`src/rtl/multi_buffer_drain_if.sv`:
```
// Handshake bundle for multi_buffer_drain: write side, drain tick, mode override,
// output channel and occupancy. The design attaches as slave, its driver as master.
interface multi_buffer_drain_if #(
  parameter int NCH   = 4,
  parameter int DEPTH = 6,
  parameter int DW    = 2
);
  localparam int CW = $clog2(DEPTH + 1);
  localparam int IW = $clog2(NCH);

  logic                tick;
  logic [NCH-1:0]      in_valid;
  logic [NCH*DW-1:0]   in_data;
  logic [NCH-1:0]      in_ready;
  logic                mode_force_en;
  logic                mode_force;
  logic                out_valid;
  logic [DW-1:0]       out_data;
  logic [IW-1:0]       out_ch;
  logic                out_ready;
  logic                mode;
  logic [NCH*CW-1:0]   occ;

  modport master (
    output tick, in_valid, in_data, mode_force_en, mode_force, out_ready,
    input  in_ready, out_valid, out_data, out_ch, mode, occ
  );

  modport slave (
    input  tick, in_valid, in_data, mode_force_en, mode_force, out_ready,
    output in_ready, out_valid, out_data, out_ch, mode, occ
  );
endinterface

```
`src/rtl/multi_buffer_drain.sv`:
```
// NCH independent FIFO channels drained one entry per tick into a valid/ready
// output slot, choosing the source by latency/reliability policy with starvation aging.
module multi_buffer_drain #(
  parameter int NCH       = 4,
  parameter int DEPTH     = 6,
  parameter int DW        = 2,
  parameter int AGE_LIMIT = 7
) (
  input logic                clk,
  input logic                rst,
  multi_buffer_drain_if.slave bus
);
  localparam int CW = $clog2(DEPTH + 1);
  localparam int IW = $clog2(NCH);
  localparam int PW = $clog2(DEPTH);
  localparam int AW = $clog2(AGE_LIMIT + 1);
  localparam int SW = CW + 2 * IW + 2;

  logic [DW-1:0] mem_q  [NCH][DEPTH];
  logic [PW-1:0] head_q [NCH];
  logic [PW-1:0] head_d [NCH];
  logic [PW-1:0] tail_q [NCH];
  logic [PW-1:0] tail_d [NCH];
  logic [CW-1:0] occ_q  [NCH];
  logic [CW-1:0] occ_d  [NCH];
  logic [AW-1:0] age_q  [NCH];
  logic [AW-1:0] age_d  [NCH];

  logic          pending_q, pending_d;
  logic          out_valid_q, out_valid_d;
  logic [DW-1:0] out_data_q, out_data_d;
  logic [IW-1:0] out_ch_q, out_ch_d;
  logic          mode_q, mode_d;

  logic [NCH-1:0] push, pop, nonEmpty;
  logic [SW-1:0]  rs, ls;
  logic           modeUsed;
  logic           aged;
  logic [IW-1:0]  sel;
  logic [CW-1:0]  best;
  logic           drain;

  function automatic logic [PW-1:0] wrapInc(input logic [PW-1:0] p);
    return (p == PW'(DEPTH - 1)) ? '0 : p + PW'(1);
  endfunction

  // Full is judged on pre-cycle occupancy, so a full channel refuses a write even when popped.
  always_comb begin
    rs = '0;
    ls = '0;
    for (int i = 0; i < NCH; i++) begin
      nonEmpty[i] = (occ_q[i] != '0);
      push[i]     = bus.in_valid[i] && (occ_q[i] < CW'(DEPTH));
      rs          = rs + SW'(occ_q[i]) * SW'(i + 1);
      ls          = ls + SW'(occ_q[i]) * SW'(NCH - i);
    end
    modeUsed = bus.mode_force_en ? bus.mode_force : (rs >= ls);
  end

  // Starved channels win first; otherwise largest occupancy, tie direction set by mode.
  always_comb begin
    sel  = '0;
    aged = 1'b0;
    best = '0;
    for (int i = NCH - 1; i >= 0; i--) begin
      if (nonEmpty[i] && age_q[i] == AW'(AGE_LIMIT)) begin
        sel  = IW'(i);
        aged = 1'b1;
      end
    end
    if (!aged) begin
      for (int i = 0; i < NCH; i++) begin
        if (modeUsed ? (nonEmpty[i] && occ_q[i] >= best) : (occ_q[i] > best)) begin
          best = occ_q[i];
          sel  = IW'(i);
        end
      end
    end
  end

  assign drain = (pending_q || bus.tick) && (!out_valid_q || bus.out_ready) && (|nonEmpty);

  always_comb begin
    for (int i = 0; i < NCH; i++) begin
      pop[i]    = drain && (sel == IW'(i));
      head_d[i] = pop[i]  ? wrapInc(head_q[i]) : head_q[i];
      tail_d[i] = push[i] ? wrapInc(tail_q[i]) : tail_q[i];
      occ_d[i]  = occ_q[i] + CW'(push[i]) - CW'(pop[i]);
      age_d[i]  = age_q[i];
      if (drain) begin
        if (pop[i])
          age_d[i] = '0;
        else if (nonEmpty[i])
          age_d[i] = (age_q[i] == AW'(AGE_LIMIT)) ? age_q[i] : age_q[i] + AW'(1);
        else
          age_d[i] = '0;
      end
    end
  end

  always_comb begin
    pending_d   = drain ? 1'b0 : (pending_q || bus.tick);
    out_valid_d = drain ? 1'b1 : (bus.out_ready ? 1'b0 : out_valid_q);
    out_data_d  = drain ? mem_q[sel][head_q[sel]] : out_data_q;
    out_ch_d    = drain ? sel : out_ch_q;
    mode_d      = drain ? modeUsed : mode_q;
  end

  always_ff @(posedge clk) begin
    if (rst) begin
      pending_q   <= 1'b0;
      out_valid_q <= 1'b0;
      out_data_q  <= '0;
      out_ch_q    <= '0;
      mode_q      <= 1'b0;
      for (int i = 0; i < NCH; i++) begin
        head_q[i] <= '0;
        tail_q[i] <= '0;
        occ_q[i]  <= '0;
        age_q[i]  <= '0;
      end
    end else begin
      pending_q   <= pending_d;
      out_valid_q <= out_valid_d;
      out_data_q  <= out_data_d;
      out_ch_q    <= out_ch_d;
      mode_q      <= mode_d;
      for (int i = 0; i < NCH; i++) begin
        head_q[i] <= head_d[i];
        tail_q[i] <= tail_d[i];
        occ_q[i]  <= occ_d[i];
        age_q[i]  <= age_d[i];
      end
    end
  end

  // Storage needs no reset: cleared pointers already make old contents unreachable.
  always_ff @(posedge clk) begin
    for (int i = 0; i < NCH; i++) begin
      if (!rst && push[i])
        mem_q[i][tail_q[i]] <= bus.in_data[i*DW +: DW];
    end
  end

  for (genvar g = 0; g < NCH; g++) begin : gOut
    assign bus.occ[g*CW +: CW] = occ_q[g];
    assign bus.in_ready[g]     = (occ_q[g] < CW'(DEPTH));
  end

  assign bus.out_valid = out_valid_q;
  assign bus.out_data  = out_data_q;
  assign bus.out_ch    = out_ch_q;
  assign bus.mode      = mode_q;
endmodule

```
`src/flat_wrapper.sv`:
```
// flat-port wrapper written by rule: the top's interface ports become plain ports
module multi_buffer_drain_flat 
#(
  parameter int NCH       = 4,
  parameter int DEPTH     = 6,
  parameter int DW        = 2,
  parameter int AGE_LIMIT = 7
)
  (clk, rst, bus_tick, bus_in_valid, bus_in_data, bus_mode_force_en, bus_mode_force, bus_out_ready, bus_in_ready, bus_out_valid, bus_out_data, bus_out_ch, bus_mode, bus_occ);
  multi_buffer_drain_if #(.NCH(NCH), .DEPTH(DEPTH), .DW(DW)) bus_i ();
  input logic clk;
  input logic rst;
  input wire logic [$bits(bus_i.tick)-1:0] bus_tick;
  input wire logic [$bits(bus_i.in_valid)-1:0] bus_in_valid;
  input wire logic [$bits(bus_i.in_data)-1:0] bus_in_data;
  input wire logic [$bits(bus_i.mode_force_en)-1:0] bus_mode_force_en;
  input wire logic [$bits(bus_i.mode_force)-1:0] bus_mode_force;
  input wire logic [$bits(bus_i.out_ready)-1:0] bus_out_ready;
  output wire logic [$bits(bus_i.in_ready)-1:0] bus_in_ready;
  output wire logic [$bits(bus_i.out_valid)-1:0] bus_out_valid;
  output wire logic [$bits(bus_i.out_data)-1:0] bus_out_data;
  output wire logic [$bits(bus_i.out_ch)-1:0] bus_out_ch;
  output wire logic [$bits(bus_i.mode)-1:0] bus_mode;
  output wire logic [$bits(bus_i.occ)-1:0] bus_occ;
  assign bus_i.tick = bus_tick;
  assign bus_i.in_valid = bus_in_valid;
  assign bus_i.in_data = bus_in_data;
  assign bus_i.mode_force_en = bus_mode_force_en;
  assign bus_i.mode_force = bus_mode_force;
  assign bus_i.out_ready = bus_out_ready;
  assign bus_in_ready = bus_i.in_ready;
  assign bus_out_valid = bus_i.out_valid;
  assign bus_out_data = bus_i.out_data;
  assign bus_out_ch = bus_i.out_ch;
  assign bus_mode = bus_i.mode;
  assign bus_occ = bus_i.occ;
  multi_buffer_drain #(.NCH(NCH), .DEPTH(DEPTH), .DW(DW), .AGE_LIMIT(AGE_LIMIT)) u_core (.clk(clk), .rst(rst), .bus(bus_i));
endmodule
```
`config.mk`:
```
export PLATFORM = sky130hd
export DESIGN_NAME = multi_buffer_drain_flat
export DESIGN_NICKNAME = d
export VERILOG_FILES = /design/src/rtl/multi_buffer_drain_if.sv /design/src/rtl/multi_buffer_drain.sv /design/src/flat_wrapper.sv
export SDC_FILE = /design/constraint.sdc
export NUM_CORES = 1
export LEC_CHECK = 0
export ABC_AREA = 1
export CORE_MARGIN = 2
export CORE_UTILIZATION = 60
export CTS_CLUSTER_SIZE = 30
export DETAILED_ROUTE_END_ITERATION = 16
export PLACE_DENSITY_LB_ADDON = 0.2
export SYNTH_ARGS = -nofsm -noshare
export SYNTH_HDL_FRONTEND = slang
export SYNTH_SLANG_ARGS = --single-unit
```
`constraint.sdc`:
```
create_clock -name clk -period 10.3 [get_ports clk]
set_input_delay 2.06 -clock clk [delete_from_list [all_inputs] [get_ports clk]]
set_output_delay 2.06 -clock clk [all_outputs]
set_load 0.005 [all_outputs]
```
==> impl_results.html <==
<table>
<tr><th>Metric</th><th>Value</th></tr>
<tr><th colspan="2">Timing</th></tr>
<tr><td>Setup Total Neg Slack</td><td>0 ns</td></tr>
<tr><td>Worst path setup slack after routing</td><td>roughly 1.2 ns</td></tr>
<tr><td>Final worst path period share</td><td>~88%</td></tr>
<tr><td>Slew Limit Headroom</td><td>around 25%</td></tr>
<tr><td>Transition time at the pin with the least slew margin</td><td>~1.1 ns</td></tr>
<tr><td>Final number of max-transition violations</td><td>0</td></tr>
<tr><td>Setup repair after global routing missed its margin</td><td>false</td></tr>
<tr><td>Hold violation total from the final report</td><td>0</td></tr>
<tr><td>Final critical-path required period</td><td>between 9 and 10 ns</td></tr>
<tr><td>Finish-stage setup viols</td><td>0</td></tr>
<tr><td>Highest clock rate</td><td>110.1 MHz</td></tr>
<tr><td>Clock Skew</td><td>approximately 0.010 ns</td></tr>
<tr><th colspan="2">Die</th></tr>
<tr><td>Site row count</td><td>37</td></tr>
<tr><td>Starting density of the core</td><td>61.59%</td></tr>
<tr><td>Number of top-level pins</td><td>40</td></tr>
<tr><td>Die Ht</td><td>106.9 microns</td></tr>
<tr><td>Die X</td><td>between 100 and 150 microns</td></tr>
<tr><td>DIE AREA</td><td>roughly 0.011 sq mm</td></tr>
<tr><td>Floorplan core area</td><td>between 0.01 and 0.015 sq mm</td></tr>
<tr><th colspan="2">Synthesis</th></tr>
<tr><td>Fraction of registers with async set/reset</td><td>0%</td></tr>
<tr><td>Synthesized area divided by synthesized cell count</td><td>8.593 sq um</td></tr>
<tr><td>Area share of the largest cell type after synthesis</td><td>22.67%</td></tr>
<tr><td>Syn Inst Count</td><td>740</td></tr>
<tr><td>Proportion of synthesized chip area in sequential cells</td><td>39.98%</td></tr>
<tr><td>Top cell type by total area after synthesis</td><td>sky130_fd_sc_hd__edfxtp_1</td></tr>
<tr><td>Yosys warning count</td><td>0</td></tr>
<tr><td>Top cells by area in the synthesized netlist</td><td>sky130_fd_sc_hd__edfxtp_1 (23%), sky130_fd_sc_hd__dfxtp_1 (17%), sky130_fd_sc_hd__ha_1 (11%)</td></tr>
<tr><td>Count of different cell masters after synthesis</td><td>51</td></tr>
<tr><td>Flip-flop and latch count after synthesis</td><td>103</td></tr>
<tr><td>Top flip-flop cell by instance count after synthesis</td><td>sky130_fd_sc_hd__dfxtp_1</td></tr>
<tr><td>Synth Cell Area</td><td>roughly 0.0064 sq mm</td></tr>
<tr><td>Syn nets</td><td>between 800 and 900</td></tr>
<tr><td>Number of enable-type register cells in the synthesized netlist</td><td>48</td></tr>
<tr><th colspan="2">Placed design</th></tr>
<tr><td>Number of buffers inserted by port buffering</td><td>39</td></tr>
<tr><td>Final weighted congestion in routability-driven placement</td><td>0.9052</td></tr>
<tr><td>Setup WS pre-CTS</td><td>around 1.3 ns</td></tr>
<tr><td>Final HPWL DP</td><td>~10,000 microns</td></tr>
<tr><th colspan="2">Min path</th></tr>
<tr><td>Class of the worst hold path</td><td>reg -&gt; reg</td></tr>
<tr><td>Worst min-delay path startpoint</td><td>u_core.bus.out_ch[0]$_SDFFE_PP0P_</td></tr>
<tr><th colspan="2">Setup path</th></tr>
<tr><td>CP delay by family, top</td><td>adder cells</td></tr>
<tr><td>Data required time at the worst endpoint</td><td>10.54 ns</td></tr>
<tr><td>Critical Path Source</td><td>u_core.occ_q[0][1]$_SDFF_PP0_</td></tr>
<tr><td>Largest incremental delay on the critical path</td><td>0.54 ns</td></tr>
<tr><td>Highest-delay cell along the critical path</td><td>sky130_fd_sc_hd__dfxtp_1</td></tr>
<tr><td>Startpoint of the most critical register-to-register path</td><td>u_core.occ_q[0][1]$_SDFF_PP0_</td></tr>
<tr><td>Max Fanout on Critical Path</td><td>33</td></tr>
<tr><td>WS Path Type</td><td>reg -&gt; reg</td></tr>
<tr><td>Most common cell type on the critical path</td><td>sky130_fd_sc_hd__nand2_1</td></tr>
<tr><td>Critical path buffers and inverters</td><td>7</td></tr>
<tr><td>Arrival time at the worst endpoint</td><td>9.32 ns</td></tr>
<tr><td>CP Launch Type</td><td>flip-flop</td></tr>
<tr><td>Kind of end point of the critical path</td><td>flip-flop</td></tr>
<tr><th colspan="2">GRT</th></tr>
<tr><td>Initial antenna violation count</td><td>0</td></tr>
<tr><td>Maximum number of pins on one net before global-route repair</td><td>36</td></tr>
<tr><td>Global-route wire length before repair</td><td>~23,000 microns</td></tr>
<tr><td>Number of global-route vias before repair</td><td>approximately 5.0k</td></tr>
<tr><td>GRT Resource Usage Total</td><td>about a quarter</td></tr>
<tr><td>Grt ovf</td><td>0</td></tr>
<tr><th colspan="2">Layout</th></tr>
<tr><td># nets final</td><td>between 800 and 900</td></tr>
<tr><td>Share of cells above drive strength 1</td><td>6.530%</td></tr>
<tr><td>Ant diodes</td><td>0</td></tr>
<tr><td>Synth-to-layout area growth</td><td>9.563%</td></tr>
<tr><td>Most common library cell in the layout ignoring fill and taps</td><td>sky130_fd_sc_hd__nand2_1</td></tr>
<tr><td>Commonest non-fill, non-tap cells in the layout</td><td>sky130_fd_sc_hd__nand2_1 (135), sky130_fd_sc_hd__inv_1 (122), sky130_fd_sc_hd__nand3_1 (83)</td></tr>
<tr><th colspan="2">Routing</th></tr>
<tr><td>Detailed Route Iter0 Violations</td><td>approximately 350</td></tr>
<tr><td>1st-pass router iterations</td><td>5</td></tr>
<tr><td>Via-to-Cell Ratio</td><td>approximately 5.5</td></tr>
<tr><td>Drt wl/cell</td><td>around 15 microns</td></tr>
<tr><td>Routed vias</td><td>a little over 5k</td></tr>
<tr><td>Detailed-route DRC error count</td><td>0</td></tr>
<tr><td>Total Routed Length</td><td>approximately 13,000 microns</td></tr>
<tr><td>Post-DRT Antenna Nets</td><td>0</td></tr>
<tr><th colspan="2">Clocking</th></tr>
<tr><td>Number of sinks driven by the clock tree</td><td>103</td></tr>
<tr><td>Setup fix buffers added after clock tree synthesis</td><td>0</td></tr>
<tr><td>Clk root buf</td><td>sky130_fd_sc_hd__clkbuf_8</td></tr>
<tr><td>Number of buffers created by CTS</td><td>9</td></tr>
<tr><td>Number of buffers between clock root and the deepest sink</td><td>2</td></tr>
<tr><td>CTS tree</td><td>done</td></tr>
<tr><td>Clk_lat worst skew</td><td>roughly 0.36 ns</td></tr>
<tr><td>Post-cts repair resize count</td><td>0</td></tr>
<tr><td>Clock slew seen by the registers of the worst setup and hold paths</td><td>0.10 ns</td></tr>
<tr><td>Post-CTS Hold Buffers</td><td>0</td></tr>
<tr><td>Number of H-tree levels</td><td>3</td></tr>
<tr><th colspan="2">Flow run</th></tr>
<tr><td>Max-cap viol count</td><td>0</td></tr>
<tr><th colspan="2">Outcome</th></tr>
<tr><td>Result of the run</td><td>completed</td></tr>
</table>
synth_stat cells (9+ instances only):
cell type	n
sky130_fd_sc_hd__nor2_1	42
sky130_fd_sc_hd__o21ai_0	22
sky130_fd_sc_hd__edfxtp_1	48
sky130_fd_sc_hd__o22ai_1	9
sky130_fd_sc_hd__ha_1	57
sky130_fd_sc_hd__fa_1	16
sky130_fd_sc_hd__dfxtp_1	55
sky130_fd_sc_hd__nor4_1	14
sky130_fd_sc_hd__inv_1	122
sky130_fd_sc_hd__a21oi_1	24
sky130_fd_sc_hd__nand2_1	135
sky130_fd_sc_hd__nand3_1	83
sky130_fd_sc_hd__nand2_2	9
sky130_fd_sc_hd__nor3_1	16
worst paths after layout:
check,end,slack (ns),cells after the start
max,u_core.occ_q[0][2]$_SDFF_PP0_,1.22,50
min,u_core.bus.out_ch[0]$_SDFFE_PP0P_,0.47,2
max reg2reg,u_core.occ_q[0][2]$_SDFF_PP0_,1.22,50
min reg2reg,u_core.bus.out_ch[0]$_SDFFE_PP0P_,0.47,2
tightest hold or removal path: cells and delay by family, from the launching register on:
| kind | cells | cell delay (ns) |
|---|---|---|
| AO/OA/AOI/OAI | 1 | 0.05 |
| flip-flops | 1 | 0.32 |
| AND/OR/NAND/NOR | 1 | 0.06 |
sequential cells by signal, summed over array words and instances (netlist names):
| name | cells |
|---|---|
| u_core.age_q | 12 |
| u_core.bus.mode | 1 |
| u_core.bus.out_ch | 2 |
| u_core.bus.out_data | 2 |
| u_core.bus.out_valid | 1 |
| u_core.head_q | 12 |
| u_core.mem_q | 48 |
| u_core.occ_q | 12 |
| u_core.pending_q | 1 |
| u_core.tail_q | 12 |
layer usage:
| layer | GRT usage, % | vias up | part of all wire (%) |
|---|---|---|---|
| met3 | 5.653 | 16 | 6.7 |
| met5 | 0 | - | 0 |
| met4 | 7.050 | 0 | 1.7 |
| li1 | - | 2538 | - |
| met1 | 35.33 | 2351 | 47 |
| met2 | 38.94 | 145 | 45 |
kinds of logic (layout without fill, tap and decap cells):
kind of cell / Yosys count / after routing / share of synthesized area [%]
AO/OA/AOI/OAI: 84 / 84 / 8.284
XOR/XNOR: 11 / 11 / 1.515
adder cells (fa/ha/maj): 73 / 73 / 16.25
buffers and inverters: 144 / 185 / 9.740
flip-flops: 103 / 103 / 39.98
AND/OR/NAND/NOR: 325 / 325 / 24.22
through the flow:
step	cell area, sq um	std cells	hold slack, ns	util, %
final	6967	917	0.4741	67.48
after global routing	6967	917	0.4981	67.48
after CTS	6967	917	0.4763	67.48
after detailed placement	6802	901	0.4616	65.88
after global placement	6802	901	0.4473	65.88
after floorplan	6359	740	0.4342	-
area by class of cell:
| type | count | area, sq um |
|---|---|---|
| clock inverters | 5 | 33.78 |
| flip-flops and latches | 103 | 2542 |
| well taps | 136 | 170.2 |
| fillers | 836 | 3357 |
| repair buffers | 42 | 412.9 |
| inverters | 127 | 479.2 |
| multi-input cells | 493 | 3197 |
| clock buffers | 11 | 131.4 |
Power is left out: the tool's default activity adds up to more than one toggle a clock period on the data nets, which glitch-free logic cannot reach.
